`src/rtl/line_pkg.sv`:
```
// Shared definitions for the line rasteriser.
// Holds coordinate, colour and error widths, the FSM state encoding,
// the screen size and a small absolute-difference helper.
package line_pkg;
  localparam int XW = 9;   // x coordinate width
  localparam int YW = 8;   // y coordinate width
  localparam int CW = 3;   // colour width
  localparam int WW = 9;   // working coordinate width, after the steep swap
  localparam int EW = 11;  // signed Bresenham error width

  localparam int SCREEN_W = 320;
  localparam int SCREEN_H = 240;

  typedef enum logic [1:0] {IDLE, SETUP, DRAW, DONE} state_t;

  function automatic logic [WW-1:0] abs_diff(input logic [WW-1:0] a, input logic [WW-1:0] b);
    return (a > b) ? (a - b) : (b - a);
  endfunction
endpackage

```
`src/rtl/line_if.sv`:
```
// Line-drawing handshake and framebuffer write bundle.
//   master: controller side; drives go/colour/endpoints, sees done and the pixel stream
//   slave : rasteriser side; receives the request, drives done/plot/plot_x/plot_y/plot_colour
interface line_if;
  import line_pkg::*;

  logic          go;
  logic [CW-1:0] colour;
  logic [XW-1:0] x0, x1;
  logic [YW-1:0] y0, y1;
  logic          done;
  logic          plot;
  logic [XW-1:0] plot_x;
  logic [YW-1:0] plot_y;
  logic [CW-1:0] plot_colour;

  modport master (
    output go, colour, x0, x1, y0, y1,
    input  done, plot, plot_x, plot_y, plot_colour
  );

  modport slave (
    input  go, colour, x0, x1, y0, y1,
    output done, plot, plot_x, plot_y, plot_colour
  );
endinterface

```
`src/rtl/line_setup.sv`:
```
// Combinational line setup: steep detect, x/y swap, left-to-right ordering,
// dx, dy, y step direction and the initial Bresenham error.
//   x0,y0,x1,y1 : captured endpoints, 9-bit working width
//   steep       : |dy| > |dx|; coordinates below are in the swapped domain
//   sx0,sy0,sx1 : start point and final x after ordering
//   dx,dy       : step counts along major and minor axis
//   ystep_neg   : minor axis decrements
//   err0        : -(dx>>1)
module line_setup
  import line_pkg::*;
(
  input  logic [WW-1:0]        x0,
  input  logic [WW-1:0]        y0,
  input  logic [WW-1:0]        x1,
  input  logic [WW-1:0]        y1,
  output logic                 steep,
  output logic [WW-1:0]        sx0,
  output logic [WW-1:0]        sy0,
  output logic [WW-1:0]        sx1,
  output logic [WW-1:0]        dx,
  output logic [WW-1:0]        dy,
  output logic                 ystep_neg,
  output logic signed [EW-1:0] err0
);
  logic [WW-1:0] ax0, ay0, ax1, ay1;
  logic [WW-1:0] sy1;
  logic [WW-1:0] half_dx;

  assign steep = abs_diff(y1, y0) > abs_diff(x1, x0);

  always_comb begin
    ax0 = steep ? y0 : x0;
    ay0 = steep ? x0 : y0;
    ax1 = steep ? y1 : x1;
    ay1 = steep ? x1 : y1;
    sx0 = ax0;
    sy0 = ay0;
    sx1 = ax1;
    sy1 = ay1;
    if (ax0 > ax1) begin
      sx0 = ax1;
      sy0 = ay1;
      sx1 = ax0;
      sy1 = ay0;
    end
  end

  assign dx        = sx1 - sx0;
  assign dy        = abs_diff(sy1, sy0);
  assign ystep_neg = sy0 > sy1;
  assign half_dx   = dx >> 1;
  assign err0      = -$signed({{(EW-WW){1'b0}}, half_dx});
endmodule

```
`src/rtl/line_engine.sv`:
```
// Bresenham line rasteriser, responder side of the go/done handshake.
// Captures a line request, emits one pixel per clock, then holds done
// until go is released.
//   clock : sole clock, rising edge
//   reset : asynchronous, active-high
//   bus   : line_if slave (request in, done + pixel write stream out)
//
// state | meaning
// IDLE  | waiting for go; endpoints and colour captured on go
// SETUP | one cycle; registers line_setup results
// DRAW  | one pixel per cycle until the major axis reaches its end
// DONE  | done asserted; leaves for IDLE once go is seen low
module line_engine
  import line_pkg::*;
(
  input logic   clock,
  input logic   reset,
  line_if.slave bus
);
  state_t               state_q, state_d;
  logic [CW-1:0]        colour_q, colour_d;
  logic [WW-1:0]        ex0_q, ex0_d, ey0_q, ey0_d, ex1_q, ex1_d, ey1_q, ey1_d;
  logic                 steep_q, steep_d;
  logic [WW-1:0]        cur_x_q, cur_x_d, cur_y_q, cur_y_d, x_end_q, x_end_d;
  logic [WW-1:0]        dx_q, dx_d, dy_q, dy_d;
  logic                 ystep_neg_q, ystep_neg_d;
  logic signed [EW-1:0] err_q, err_d;
  logic                 done_q, done_d, plot_q, plot_d;
  logic [XW-1:0]        plot_x_q, plot_x_d;
  logic [YW-1:0]        plot_y_q, plot_y_d;
  logic [CW-1:0]        plot_colour_q, plot_colour_d;

  logic                 s_steep, s_ystep_neg;
  logic [WW-1:0]        s_x0, s_y0, s_x1, s_dx, s_dy;
  logic signed [EW-1:0] s_err0;
  logic signed [EW-1:0] err_step;

  line_setup u_setup (
    .x0(ex0_q), .y0(ey0_q), .x1(ex1_q), .y1(ey1_q),
    .steep(s_steep), .sx0(s_x0), .sy0(s_y0), .sx1(s_x1),
    .dx(s_dx), .dy(s_dy), .ystep_neg(s_ystep_neg), .err0(s_err0)
  );

  assign err_step = err_q + $signed({{(EW-WW){1'b0}}, dy_q});

  always_comb begin
    state_d       = state_q;
    colour_d      = colour_q;
    ex0_d         = ex0_q;
    ey0_d         = ey0_q;
    ex1_d         = ex1_q;
    ey1_d         = ey1_q;
    steep_d       = steep_q;
    cur_x_d       = cur_x_q;
    cur_y_d       = cur_y_q;
    x_end_d       = x_end_q;
    dx_d          = dx_q;
    dy_d          = dy_q;
    ystep_neg_d   = ystep_neg_q;
    err_d         = err_q;
    done_d        = done_q;
    plot_d        = 1'b0;
    plot_x_d      = plot_x_q;
    plot_y_d      = plot_y_q;
    plot_colour_d = plot_colour_q;
    case (state_q)
      IDLE: begin
        done_d = 1'b0;
        if (bus.go) begin
          colour_d = bus.colour;
          ex0_d    = bus.x0;
          ex1_d    = bus.x1;
          ey0_d    = {{(WW-YW){1'b0}}, bus.y0};
          ey1_d    = {{(WW-YW){1'b0}}, bus.y1};
          state_d  = SETUP;
        end
      end
      SETUP: begin
        steep_d     = s_steep;
        cur_x_d     = s_x0;
        cur_y_d     = s_y0;
        x_end_d     = s_x1;
        dx_d        = s_dx;
        dy_d        = s_dy;
        ystep_neg_d = s_ystep_neg;
        err_d       = s_err0;
        state_d     = DRAW;
      end
      DRAW: begin
        plot_d        = 1'b1;
        plot_x_d      = steep_q ? cur_y_q : cur_x_q;
        plot_y_d      = steep_q ? cur_x_q[YW-1:0] : cur_y_q[YW-1:0];
        plot_colour_d = colour_q;
        // strictly positive error moves the minor axis
        if (!err_step[EW-1] && (err_step != '0)) begin
          cur_y_d = ystep_neg_q ? (cur_y_q - 1'b1) : (cur_y_q + 1'b1);
          err_d   = err_step - $signed({{(EW-WW){1'b0}}, dx_q});
        end else begin
          err_d = err_step;
        end
        cur_x_d = cur_x_q + 1'b1;
        if (cur_x_q == x_end_q) state_d = DONE;
      end
      DONE: begin
        // first DONE cycle always raises done, so a go dropped mid-line still sees a pulse
        if (!done_q) begin
          done_d = 1'b1;
        end else if (!bus.go) begin
          done_d  = 1'b0;
          state_d = IDLE;
        end
      end
      default: state_d = IDLE;
    endcase
  end

  always_ff @(posedge clock or posedge reset) begin
    if (reset) begin
      state_q       <= IDLE;
      colour_q      <= '0;
      ex0_q         <= '0;
      ey0_q         <= '0;
      ex1_q         <= '0;
      ey1_q         <= '0;
      steep_q       <= 1'b0;
      cur_x_q       <= '0;
      cur_y_q       <= '0;
      x_end_q       <= '0;
      dx_q          <= '0;
      dy_q          <= '0;
      ystep_neg_q   <= 1'b0;
      err_q         <= '0;
      done_q        <= 1'b0;
      plot_q        <= 1'b0;
      plot_x_q      <= '0;
      plot_y_q      <= '0;
      plot_colour_q <= '0;
    end else begin
      state_q       <= state_d;
      colour_q      <= colour_d;
      ex0_q         <= ex0_d;
      ey0_q         <= ey0_d;
      ex1_q         <= ex1_d;
      ey1_q         <= ey1_d;
      steep_q       <= steep_d;
      cur_x_q       <= cur_x_d;
      cur_y_q       <= cur_y_d;
      x_end_q       <= x_end_d;
      dx_q          <= dx_d;
      dy_q          <= dy_d;
      ystep_neg_q   <= ystep_neg_d;
      err_q         <= err_d;
      done_q        <= done_d;
      plot_q        <= plot_d;
      plot_x_q      <= plot_x_d;
      plot_y_q      <= plot_y_d;
      plot_colour_q <= plot_colour_d;
    end
  end

  assign bus.done        = done_q;
  assign bus.plot        = plot_q;
  assign bus.plot_x      = plot_x_q;
  assign bus.plot_y      = plot_y_q;
  assign bus.plot_colour = plot_colour_q;
endmodule

```
`src/flat_wrapper.sv`:
```
// flat-port wrapper written by rule: the top's interface ports become plain ports
module line_engine_flat import line_pkg::*;
  (clock, reset, bus_go, bus_colour, bus_x0, bus_x1, bus_y0, bus_y1, bus_done, bus_plot, bus_plot_x, bus_plot_y, bus_plot_colour);
  line_if bus_i ();
  input logic clock;
  input logic reset;
  input wire logic [$bits(bus_i.go)-1:0] bus_go;
  input wire logic [$bits(bus_i.colour)-1:0] bus_colour;
  input wire logic [$bits(bus_i.x0)-1:0] bus_x0;
  input wire logic [$bits(bus_i.x1)-1:0] bus_x1;
  input wire logic [$bits(bus_i.y0)-1:0] bus_y0;
  input wire logic [$bits(bus_i.y1)-1:0] bus_y1;
  output wire logic [$bits(bus_i.done)-1:0] bus_done;
  output wire logic [$bits(bus_i.plot)-1:0] bus_plot;
  output wire logic [$bits(bus_i.plot_x)-1:0] bus_plot_x;
  output wire logic [$bits(bus_i.plot_y)-1:0] bus_plot_y;
  output wire logic [$bits(bus_i.plot_colour)-1:0] bus_plot_colour;
  assign bus_i.go = bus_go;
  assign bus_i.colour = bus_colour;
  assign bus_i.x0 = bus_x0;
  assign bus_i.x1 = bus_x1;
  assign bus_i.y0 = bus_y0;
  assign bus_i.y1 = bus_y1;
  assign bus_done = bus_i.done;
  assign bus_plot = bus_i.plot;
  assign bus_plot_x = bus_i.plot_x;
  assign bus_plot_y = bus_i.plot_y;
  assign bus_plot_colour = bus_i.plot_colour;
  line_engine u_core (.clock(clock), .reset(reset), .bus(bus_i));
endmodule
```
`config.mk`:
```
export PLATFORM = sky130hd
export DESIGN_NAME = line_engine_flat
export DESIGN_NICKNAME = d
export VERILOG_FILES = /design/src/rtl/line_pkg.sv /design/src/rtl/line_if.sv /design/src/rtl/line_setup.sv /design/src/rtl/line_engine.sv /design/src/flat_wrapper.sv
export SDC_FILE = /design/constraint.sdc
export NUM_CORES = 1
export LEC_CHECK = 0
export BUFFER_PORTS_ARGS = -buffer_cell sky130_fd_sc_hd__buf_4
export CAP_MARGIN = 20
export CORE_UTILIZATION = 52
export CTS_CLUSTER_DIAMETER = 60
export DETAILED_ROUTE_END_ITERATION = 16
export PLACE_DENSITY = 0.72
export REMOVE_ABC_BUFFERS = 1
export SYNTH_ARGS = -nofsm -noshare
export SYNTH_HDL_FRONTEND = slang
export SYNTH_SLANG_ARGS = --single-unit
```
`constraint.sdc`:
```
create_clock -name clock -period 10.9 [get_ports clock]
set_input_delay 1.635 -clock clock [delete_from_list [all_inputs] [get_ports clock]]
set_output_delay 1.635 -clock clock [all_outputs]
set_load 0.05 [all_outputs]
```
# --- Word level (Yosys, flattened, before mapping) ---
# Cells that the tools add are included.
totals:
  reg_bits: 119
  inputBits: 40
op_classes:
  eq_ne: 9
  reduce_logical: 9
  n_lt_le_gt_ge: 6
  mux: 28
  add_sub_neg: 13
op_table:
  columns: ["cell", "count"]
  rows:
  - ["9-bit 2-to-1 mux", 14]
  - ["9-bit > comparator", 5]
  - ["9-bit subtractor", 5]
  - ["9-bit case mux with 2 select lines", 2]
  - ["11-bit case mux with 2 select lines", 1]
  - ["9-bit by 1-bit adder with 9-bit output (second input constant)", 2]
  - ["8-bit by 8-bit subtractor with 9-bit output", 2]
  - ["11-bit by 10-bit adder with 11-bit output", 1]
  - ["11-bit 2-to-1 mux", 1]
  - ["8-bit negation with 11-bit output", 1]
  - ["11-bit nonzero test", 1]
  - ["11-bit by 10-bit subtractor with 11-bit output", 1]
  - ["9-bit == test", 1]
  - ["9-bit by 1-bit subtractor with 9-bit output (second input constant)", 1]
  - ["8-bit > comparator", 1]
  - ["2-bit 2-to-1 mux", 4]
  - ["8-bit 2-to-1 mux", 1]
  - ["2-bit case mux with 4 select lines", 1]
  - ["2-bit by 1-bit != test with 1-bit output (second input constant)", 3]
  - ["2-bit == test (second input constant)", 2]
  - ["2-bit != test (second input constant)", 2]
  - ["2-bit AND reduction", 2]
  - ["4-bit AND reduction", 1]
  - ["2-bit nonzero test", 2]
  - ["6 further kinds", 8]

# --- Longest topological paths before layout ---
logic_depth:
  ltp_word: 9
  mapped_depth: 55
  mapped_depth_nobuf: 47

# --- Hierarchy ---
# A second synthesis with hierarchy kept.
hier_totals:
  hier_cells: 1310
  area_unflattened_um2: 11213.3
by_module_without_submodules:
  columns: ["mod", "area_per_inst_um2", "n_inst", "cells_per_inst"]
  rows:
  - ["line_engine", 6603.8, 1, 614]
  - ["line_setup", 4609.4, 1, 696]

# --- Least setup slack after synthesis ---
# No wires, ideal clock.
synth_path:
  kind: "register to register"
  startpoint: "reg u_core.ey1_q[1]"
  endpoint: "reg u_core.dy_q[7]"
  slack_ns: 0.220
  setup_time_ns: 0.136
  arrival_ns: 10.544
  path_buffers: 9
  stages_incl_launch_ff: 53
  path_cell_list: "dfrtp_1 inv_1 ha_1 nor2b_1 o21ai_0 a21o_1 a21oi_1 o21a_1 o21ai_0 clkbuf_1 o221ai_1 a21boi_0 o21ai_0 a21oi_1 o21ai_0 a221oi_1 ha_1 nand4_2 [... 17 more ...] nand2_1 o211ai_1 and2_1 ha_1 nor2b_1 o21ai_0 a21boi_0 o21ai_0 a21oi_1 o21a_1 o21a_1 o21a_1 o21a_1 buf_1 mux2i_1 nor3_1 a21oi_1 or3b_2"
synth_between:
  elab_chain_cells: 8
synth_rtl:
  columns: ["item", "line_no", "text"]
  rows:
  - ["from (decl)", "line_engine.sv:22", "logic [WW-1:0] ex0_q, ex0_d, ey0_q, ey0_d, ex1_q, ex1_d, ey1_q, ey1_d;"]
  - ["from (signal assigned)", "line_engine.sv:144", "ey1_q <= ey1_d;"]
  - ["8-bit by 8-bit subtractor with 9-bit output or 8-bit > comparator (tied branches)", "line_pkg.sv:17", "return (a > b) ? (a - b) : (b - a);"]
  - ["9-bit 2-to-1 mux", "line_pkg.sv:17", null]
  - ["9-bit > comparator", "line_setup.sv:29", "assign steep = abs_diff(y1, y0) > abs_diff(x1, x0);"]
  - ["9-bit 2-to-1 mux, on equally long branches", "line_setup.sv:32, line_setup.sv:34", null]
  - ["9-bit > comparator", "line_setup.sv:40", "if (ax0 > ax1) begin"]
  - ["9-bit 2-to-1 mux", "line_setup.sv:40", null]
  - ["9-bit subtractor or 9-bit > comparator (tied branches)", "line_pkg.sv:17", null]
  - ["9-bit 2-to-1 mux *", "line_pkg.sv:17", null]
  - ["to (signal assigned)", "line_engine.sv:150", "dy_q <= dy_d;"]
  - ["to (decl)", "line_engine.sv:25", "logic [WW-1:0] dx_q, dx_d, dy_q, dy_d;"]
# Every way passes the cells marked *; elsewhere a longest branch is shown, timed or not.
# A chain may end at the register's enable or synchronous reset.

# --- Final worst setup path ---
# Same ends and word-level chain as after synthesis.

==> impl_metrics.toml <==
[floorplanning]
chipWidth_um = 144.0
fp.dieArea_mm2 = 0.02075
io_pins = 62
dieHeight_um = 144.0
core_area_mm2 = 0.01959
initial_core_util_pct = 53.55
core.rowCount = 51

[timing]
setup-tns-final_ps = 0
setup_viol_count_final = 0
rsz0062_at_grt = "no"
post-route-period-util_pct = 93.61
final-hold-violation-count = 0
min_period_ps = 10200
slew_viol_final = 0
achievable-frequency_mhz = 98.01
worst_slew_pin_slew_ps = 1005
timing.slew.headroom_pct = 33.03
worst_slack_ps = 697.0
fin_skew_ps = 9.695

[final_layout]
final_nets = 1427
n_fill_cell = 1718
final_layout_size_suffix_gt1_share_pct = 16.95
stdcell_area_mm2 = 0.01198
final-instance-count-excl-fill = 1557
area_growth_syn_to_layout_pct = 14.22
final_cell_mix = "126 x sky130_fd_sc_hd__a21oi_1, 118 x sky130_fd_sc_hd__dfrtp_1, 108 x sky130_fd_sc_hd__inv_1, 108 x sky130_fd_sc_hd__nand2_1, 98 x sky130_fd_sc_hd__ha_1"
n_antenna_cell = 0
layout.cells.most_common = "sky130_fd_sc_hd__a21oi_1"

[synth]
synth.cell_area_mm2 = 0.01049
synthSimpleGateAreaFrac_pct = 14.14
synth_xor_area_share_pct = 4.758
synth_top_family_by_area = "compound AO/OA/AOI/OAI gates"
synthDistinctLibCells = 79
yosys.area_share.adder_pct = 13.71
synth_edf_count = 0
ys_async_sr_fraction_pct = 100.0
ys_seq_area_share_pct = 28.38
seq_cells_post_synth = 119
synth.yosys.warnings = 0
synthMuxAreaShare_pct = 12.55
netlist_instances = 1223
postSynth.topFlopCell = "sky130_fd_sc_hd__dfrtp_1"
synth_compound_gate_area_share_pct = 20.39
syn_avg_cell_area_um2 = 8.578

[grt]
total_overflow_reported_by_the_global_router = 0
grt_start_max_net_pins = 82
grt_antenna_before_repair = 0
grt_first_pass_wirelength_mm = 44.06
number_of_global_route_vias_before_repair = 8461
global_route.usage.total_pct = 27.83

[setup_path]
timing.critical_path.max_delay_family = "compound AO/OA/AOI/OAI gates"
startpoint_type = "flip-flop"
slowest_stage = "sky130_fd_sc_hd__or3_4"
required_ps = 11200
worst-endpoint-arrival_ps = 10500
critical_path.reg2reg.endpoint = "u_core.dy_q[7]"
most_used_cell_along_the_critical_path = "sky130_fd_sc_hd__o21ai_0"
reg2reg_slack_ps = 700
critical_path.reg2reg.startpoint = "u_core.ey1_q[1]"
critical_path.max_fanout = 13
slowest_delay_ps = 490
bufs_and_invs_on_worst_path = 3
worst_r2r_path_depth = 46
crit_type = "reg -> reg"
crit_cells = 46
category_of_the_worst_setup_path_capture_point = "flip-flop"

[route]
routed_via_density = 5.807
drt_iter0_markers = 601
drt-wirelength-per-cell_um = 17.94
drt-pass1-iter-count = 5
detail-route-antenna-nets = 0
via_count = 9042
drc_errors = 0
routed_wl_mm = 27.93

[run_status]
outcome = "complete, no violations"

[clock_tree]
number_of_buffers_created_by_cts = 17
clock_path_buffers = 2
numClockSinks = 119
clk_latency_ps = 430
clock_root_buffer = "sky130_fd_sc_hd__clkbuf_16"
cts_tree = "yes"
cts.htree.levels = 4
cts_hold_buf = 0
path_clk_slew_ps = 70

[placement]
post-dp-hpwl_mm = 20.71
pre_cts_slack_ps = 96.16
place_inst = 1517
placedInstanceArea_mm2 = 0.01128
io_buffer_count = 61
place.gp.congestion = 0.9709

[min_path]
hold-path-cell-count = 1
hold_start = "u_core.colour_q[1]"
min-delay-path-class = "reg -> reg"
min_delay_worst_endpoint = "u_core.colour_q[1]"

[job]
max-cap-violations = 0
## repair_timing
item,CTS,global route
endpoints found under the setup margin,0,9
gates resized for setup,0,10
setup buffers,0,6
## cells by family after synthesis
logic type / after synthesis
adder cells (fa/ha/maj): 110
AND/OR/NAND/NOR: 311
flip-flops: 119
XOR/XNOR: 57
AO/OA/AOI/OAI: 338
buffers and inverters: 167
multiplexers: 121
## worst reg2reg max path, delay by kind of cell (launching register included)
kind                       cells  cell delay [ps]
adders and majority gates      5             1540
AOI/OAI and AO/OA             27             4890
buffers and inverters          3              500
DFF                            1              470
and+or+nand+nor                8             1740
muxes                          3              960
## synthesized netlist by cell type, types with 9 or more instances
cell type	number	area, um2
sky130_fd_sc_hd__a21oi_1	127	635.6
sky130_fd_sc_hd__dfrtp_1	119	2978
sky130_fd_sc_hd__inv_1	109	409.1
sky130_fd_sc_hd__nand2_1	109	409.1
sky130_fd_sc_hd__ha_1	99	1239
sky130_fd_sc_hd__nor2_1	84	315.3
sky130_fd_sc_hd__o21ai_0	70	350.3
sky130_fd_sc_hd__mux2_2	61	686.9
sky130_fd_sc_hd__mux2i_1	57	570.6
sky130_fd_sc_hd__clkbuf_1	44	165.2
sky130_fd_sc_hd__xnor2_1	39	341.6
sky130_fd_sc_hd__nand3_1	25	125.1
sky130_fd_sc_hd__a21o_1	24	180.2
sky130_fd_sc_hd__o211ai_1	20	150.1
sky130_fd_sc_hd__xor2_1	18	157.7
sky130_fd_sc_hd__nor3_1	14	70.07
sky130_fd_sc_hd__o21bai_1	13	97.59
sky130_fd_sc_hd__a211oi_1	11	82.58
sky130_fd_sc_hd__and2_1	10	62.56
sky130_fd_sc_hd__nor2b_1	10	62.56
sky130_fd_sc_hd__buf_1	9	33.78
sky130_fd_sc_hd__fa_1	9	180.2
sky130_fd_sc_hd__nand4_1	9	56.30
sky130_fd_sc_hd__o21a_1	9	67.56
## metal layers
metal | up-vias | GRT usage, % | wire length [um]
li1 | 4440 | - | -
met1 | 4287 | 37.20 | 12820
met2 | 255 | 44.44 | 12770
met3 | 60 | 3.609 | 1239
met4 | 0 | 13.49 | 1102
met5 | - | 0 | 0
## metrics by stage
step	hold WS [ps]	utilization, %
finish	501.9	61.17
global route	515.9	61.17
CTS	504.9	60.66
detailed placement	489.1	57.57
global placement	480.9	57.57
floorplan	455.7	-
## sequential cells by signal (all words and copies together) (netlist names), 9 cells and up
signal / count
u_core.bus.plot_x: 9
u_core.cur_x_q: 9
u_core.cur_y_q: 9
u_core.dx_q: 9
u_core.dy_q: 9
u_core.err_q: 11
u_core.ex0_q: 9
u_core.ex1_q: 9
u_core.x_end_q: 9
## worst max-delay path by stage
stage	from	end	slack [ps]
after global routing	u_core.ey1_q[4]	u_core.dy_q[6]	50
after detailed placement	u_core.ey1_q[1]	u_core.dy_q[7]	100
after global placement	u_core.ey1_q[1]	u_core.dy_q[7]	480
final	u_core.ey1_q[1]	u_core.dy_q[7]	700
after CTS	u_core.ey1_q[1]	u_core.dy_q[7]	50
after floorplan	u_core.ey1_q[1]	u_core.dy_q[7]	-2750
## final cells by class
class	instances	area [um2]	share of cell area, %
Clock buffer	17	425.4	3.550
Sequential cell	119	2979	24.86
Multi-Input combinational cell	939	6955	58.05
Inverter	112	422.9	3.529
Tap cell	265	331.6	2.767
Timing Repair Buffer	90	688.2	5.743
Clock inverter	15	180.2	1.504
Power is not shown: default switching activity piles up to over one toggle a cycle in this logic, so the estimate is an artifact.
